[config.mk]
export PLATFORM = sky130hd
export DESIGN_NAME = boot_loader_ctrl
export DESIGN_NICKNAME = d
export VERILOG_FILES = /design/src/rtl/boot_loader_ctrl.sv
export SDC_FILE = /design/constraint.sdc
export NUM_CORES = 1
export LEC_CHECK = 0
export ABC_CLOCK_PERIOD_IN_PS = 1600
export CORE_AREA = 2 2 90 57
export DETAILED_ROUTE_END_ITERATION = 7
export DIE_AREA = 0 0 92 59
export PLACE_DENSITY = 0.75
export SLEW_MARGIN = 20
export SYNTH_ARGS = -nofsm -noshare
export SYNTH_HDL_FRONTEND = slang
export SYNTH_SLANG_ARGS = --single-unit
[constraint.sdc]
create_clock -name i_clk -period 1.6 [get_ports i_clk]
set_input_delay 0.16 -clock i_clk [delete_from_list [all_inputs] [get_ports i_clk]]
set_output_delay 0.16 -clock i_clk [all_outputs]
set_load 0.02 [all_outputs]
[src/rtl/boot_loader_ctrl.sv]
// Post-reset boot sequencer: copies BOOT_LEN words from ROM to RAM, then releases the CPU.
// Only samples the shared data bus; the ROM is tristated by the system once o_boot_done is high.
module boot_loader_ctrl #(
  parameter int unsigned ADDR_W      = 16,
  parameter int unsigned WORD_W      = 16,
  parameter int unsigned BOOT_LEN    = 3,
  parameter int unsigned ADDR_STEP   = 2,
  parameter int unsigned SETTLE_CYC  = 1,
  parameter int unsigned ACK_TIMEOUT = 15
) (
  input  logic              i_clk,
  input  logic              i_rst,
  input  logic              i_boot_req,
  output logic [ADDR_W-1:0] o_rom_addr,
  input  logic [WORD_W-1:0] i_bus_data,
  output logic [ADDR_W-1:0] o_ram_addr,
  output logic [WORD_W-1:0] o_ram_wdata,
  output logic              o_ram_we,
  input  logic              i_ram_ack,
  output logic              o_boot_done,
  output logic              o_cpu_hold,
  output logic              o_boot_err
);

  localparam int unsigned CNT_MAX = (SETTLE_CYC > ACK_TIMEOUT) ? SETTLE_CYC : ACK_TIMEOUT;
  localparam int unsigned CNT_W   = (CNT_MAX > 1) ? $clog2(CNT_MAX) : 1;
  localparam int unsigned IDX_W   = (BOOT_LEN > 1) ? $clog2(BOOT_LEN) : 1;

  localparam logic [CNT_W-1:0] SETTLE_LAST = CNT_W'(SETTLE_CYC - 1);
  localparam logic [CNT_W-1:0] TO_LAST     = CNT_W'((ACK_TIMEOUT == 0) ? 0 : ACK_TIMEOUT - 1);
  localparam logic [IDX_W-1:0] IDX_LAST    = IDX_W'(BOOT_LEN - 1);

  typedef enum logic [1:0] {StFetch, StWrite, StDone, StError} state_e;

  state_e              r_state, w_state_nxt;
  logic [IDX_W-1:0]    r_idx, w_idx_nxt;
  logic [CNT_W-1:0]    r_cnt, w_cnt_nxt;
  logic [ADDR_W-1:0]   r_ram_addr, w_ram_addr_nxt;
  logic [WORD_W-1:0]   r_ram_wdata, w_ram_wdata_nxt;
  logic                r_ram_we, w_ram_we_nxt;
  logic                r_done, w_done_nxt;
  logic                r_hold, w_hold_nxt;
  logic                r_err, w_err_nxt;
  logic [ADDR_W-1:0]   w_rom_addr;

  // ROM address is a pure function of the registered word index, so it never glitches.
  assign w_rom_addr = ADDR_W'(32'(r_idx) * ADDR_STEP);

  always_ff @(posedge i_clk or posedge i_rst) begin
    if (i_rst) begin
      r_state     <= StFetch;
      r_idx       <= '0;
      r_cnt       <= '0;
      r_ram_addr  <= '0;
      r_ram_wdata <= '0;
      r_ram_we    <= 1'b0;
      r_done      <= 1'b0;
      r_hold      <= 1'b1;
      r_err       <= 1'b0;
    end else begin
      r_state     <= w_state_nxt;
      r_idx       <= w_idx_nxt;
      r_cnt       <= w_cnt_nxt;
      r_ram_addr  <= w_ram_addr_nxt;
      r_ram_wdata <= w_ram_wdata_nxt;
      r_ram_we    <= w_ram_we_nxt;
      r_done      <= w_done_nxt;
      r_hold      <= w_hold_nxt;
      r_err       <= w_err_nxt;
    end
  end

  always_comb begin
    w_state_nxt     = r_state;
    w_idx_nxt       = r_idx;
    w_cnt_nxt       = r_cnt;
    w_ram_addr_nxt  = r_ram_addr;
    w_ram_wdata_nxt = r_ram_wdata;
    w_ram_we_nxt    = r_ram_we;
    w_done_nxt      = r_done;
    w_hold_nxt      = r_hold;
    w_err_nxt       = r_err;

    case (r_state)
      StFetch: begin
        if (r_cnt == SETTLE_LAST) begin
          w_cnt_nxt       = '0;
          w_ram_addr_nxt  = w_rom_addr;
          w_ram_wdata_nxt = i_bus_data;
          w_ram_we_nxt    = 1'b1;
          w_state_nxt     = StWrite;
        end else begin
          w_cnt_nxt = r_cnt + CNT_W'(1);
        end
      end
      StWrite: begin
        if (i_ram_ack) begin
          w_ram_we_nxt = 1'b0;
          w_cnt_nxt    = '0;
          if (r_idx == IDX_LAST) begin
            w_done_nxt  = 1'b1;
            w_hold_nxt  = 1'b0;
            w_state_nxt = StDone;
          end else begin
            w_idx_nxt   = r_idx + IDX_W'(1);
            w_state_nxt = StFetch;
          end
        end else if (ACK_TIMEOUT != 0) begin
          if (r_cnt == TO_LAST) begin
            w_ram_we_nxt = 1'b0;
            w_err_nxt    = 1'b1;
            w_state_nxt  = StError;
          end else begin
            w_cnt_nxt = r_cnt + CNT_W'(1);
          end
        end
      end
      StDone: begin
        if (i_boot_req) begin
          w_idx_nxt   = '0;
          w_cnt_nxt   = '0;
          w_done_nxt  = 1'b0;
          w_hold_nxt  = 1'b1;
          w_state_nxt = StFetch;
        end
      end
      StError: begin
        // Terminal until reset.
      end
      default: w_state_nxt = StFetch;
    endcase
  end

  assign o_rom_addr  = w_rom_addr;
  assign o_ram_addr  = r_ram_addr;
  assign o_ram_wdata = r_ram_wdata;
  assign o_ram_we    = r_ram_we;
  assign o_boot_done = r_done;
  assign o_cpu_hold  = r_hold;
  assign o_boot_err  = r_err;

endmodule

==> results of run 1 <==
-- critical path, delay by kind of cell (launching register included) --
kind	cells	cell delay [ns]
flops	1	0.39
buf+inv	2	0.29
mux	1	0.34
compound gates	1	0.13
fa+ha+maj	1	0.19
simple gates	1	0.14
-- kinds of logic (layout without fill, tap and decap cells) --
family / count (synthesis) / after routing / share of synthesized area, %
flops: 30 / 30 / 44.3
simple gates: 22 / 22 / 7.00
other cells: 1 / 28 / 0.221
buf+inv: 43 / 84 / 17.7
compound gates: 20 / 20 / 8.33
mux: 22 / 22 / 16.6
fa+ha+maj: 8 / 8 / 5.90
-- metrics by stage --
step           instances  TNS (ns)  area (um2)
6_report             277         0        2470
3_3_place_gp         267         0        2230
2_1_floorplan        173    -0.411        1810
4_1_cts              274         0        2360
3_5_place_dp         267   -0.0769        2230
5_1_grt              277    -0.641        2470
-- cell usage after synthesis (2+ instances only) --
cell and number:
dfrtp_1 29, buf_4 28, mux2_2 13, inv_1 12
a21oi_1 9, mux2_4 9, ha_1 8, nand2_1 6
nand3_1 4, nor2_1 3, o2bb2ai_1 3, buf_12 2
nor2b_1 2, nor4_1 2
-- where the power goes --
group	internal, mW	switching [mW]
Combinational	0.0467	0.0848
Sequential	0.759	0
Clock	0.330	0.252
-- state kept, by name, indices dropped and copies added (netlist names) --
name and cells:
o_ram_wdata 16, r_cnt 4, o_ram_addr 2, r_idx 2, r_state 2, o_boot_done 1
o_boot_err 1, o_cpu_hold 1, o_ram_we 1
-- worst max path at each step --
stage | end | slack (ns) | startpoint | cells after the start
final | r_idx[1] | 0.007 | r_state[1] | 6
after global routing | r_cnt[0] | -0.07 | r_state[1] | 5
after CTS | r_cnt[1] | 0.003 | r_cnt[0] | 6
after detailed placement | r_cnt[1] | -0.04 | r_state[0] | 6
after global placement | o_ram_wdata[9] | 0.02 | r_cnt[0] | 6
after floorplan | o_ram_wdata[0] | -0.05 | r_cnt[0] | 7
-- metal layers --
metal | GRT usage [%] | up-vias | wire [um]
li1 | - | 569 | -
met1 | 18.6 | 567 | 1710
met2 | 17.6 | 42 | 1490
met3 | 5.34 | 8 | 226
met4 | 5.54 | 0 | 49
met5 | 0 | - | 0
-- cell type report --
class | count | area share, %
Inverter | 12 | 1.83
Timing Repair Buffer | 66 | 26.4
Multi-Input combinational cell | 100 | 34.8
Clock buffer | 6 | 3.35
Sequential cell | 30 | 30.5
Tap cell | 63 | 3.20
-- timing repair --
| action | 4_1_cts | 5_1_grt |
|---|---|---|
| endpoints found under the setup margin | 12 | 26 |
| gates resized for setup | 7 | 19 |
| gates cloned | 1 | 0 |
| buffers inserted | 0 | 3 |
| pin swaps | 1 | 3 |
==> reports/results.txt, run 1 <==
DR pass1 iterations -> 4
Tot GR Track Use -> 13.1%
Multi-input gate area -> 857 um2
IO Count -> 72
H-tree depth reported by CTS -> 2
Number of hold buffers added after cts -> 0
Worst endpoint required time -> 1.77 ns
Final core utilization -> 54.6%
Critical path arrival -> 1.76 ns
Placement Setup Slack -> -0.0366 ns
Worst Setup End Kind -> register
FF+latch count, synth -> 30
Core Box Area -> 0.00452 mm2
Power per standard cell area -> 597 mW/mm2
Num Clock Sinks -> 30
Worst-skew pair later-pin latency -> 0.28 ns
Cells after synthesis -> 146
Hold WC Path Type -> input port to async pin
Final HPWL DP -> 2490 um
Status -> complete, no violations
Vias in the first global route -> 1138
Cell Chain, Critical Path -> buf_4, ha_2, nor2b_4, buf_4, a21oi_2, mux2_2
Reg2reg setup slack -> 0.007 ns
Total CTS buffers -> 5
Depth of the most critical reg-to-reg path -> 6
1st-iter DRT viols -> 39
Total power -> 1.47 mW
Worst R2R Start -> r_state[1]
Maximum vdd drop -> 0.424 mV
Ys async rst share -> 100%
Final setup viols -> 0
Full die area -> 0.00543 mm2
Number of synthesis warnings -> 0
Clk_skew -> 0.00389 ns
Number of synthesized flops with an enable pin -> 0
Final ANT Viol Nets -> 0
Fin. max-slew vios -> 0
Sequential area share after synthesis -> 44.3%
Startpoint Class -> register
Max cap viols -> 0
WL/cell -> 12.5 um
Setup WS post-layout -> 0.00660 ns
Mapped Area -> 0.00170 mm2
CP dominant cell by count -> buf_4
Global route total overflow -> 0
Area grow syn2layout -> 45.2%
Final worst-path cycle share -> 99.6%
NumNets Final -> 243
Final hold viol count -> 0
Vias -> 1186
Routed WL -> 3480 um
Worst hold slack -> 0.252 ns
Buffers on Ports -> 43
Cell variety after synth -> 30
Initial antenna violation count -> 0
Leak -> 1.15 nW
Max Buffers Root-to-Sink -> 2
TritonCTS clock tree -> done
Die Y -> 59 um
Antenna fix cells -> 0
DR DRC count -> 0
Synth Flop Type -> dfrtp_1
First-pass GRT wire length -> 5340 um
Die width -> 92 um
Worst r2r dst -> r_idx[1]
Leading area contributor after synthesis -> dfrtp_1
Initial Utilization -> 37.6%
Top-area cell type share of the netlist area -> 42.7%
Fmax -> 628 MHz
CP peak stage delay -> 0.39 ns
# fillers -> 405
Most common cell after layout, fill and taps aside -> clkdlybuf4s50_1
Reg area -> 752 um2
Num rows -> 19
Global placement routability congestion -> 0.877
Largest net degree at the start of global routing -> 31
Setup CP Type -> register to register
CP max-delay cell -> dfrtp_1
Syn avg cell area -> 11.6 um2
Most frequent cells in the layout -> clkdlybuf4s50_1 (42), dfrtp_1 (29), conb_1 (28), buf_4 (20), mux2_4 (19)
RSZ-0062 raised after global routing -> yes
Layout cells sized above 1 -> 32.2%
Worst-path clk slew -> 0.06 ns
Vias per cell -> 4.28
Min Tclk post-route -> 1.59 ns
Top cells by area, synth -> dfrtp_1 (43%), buf_4 (12%), mux2_2 (8.6%)
Worst Path Max Fanout -> 4
Root Driver -> clkbuf_8
No activity file was read; power rests on OpenSTA's default activity.
==> run 2, diff against run 1 <==
ABC_AREA = 0   (was unset)
CAP_MARGIN = 20   (was unset)
==> results of run 2 <==
Same layout as run 1: the final DEF is identical, and so are final timing and power.
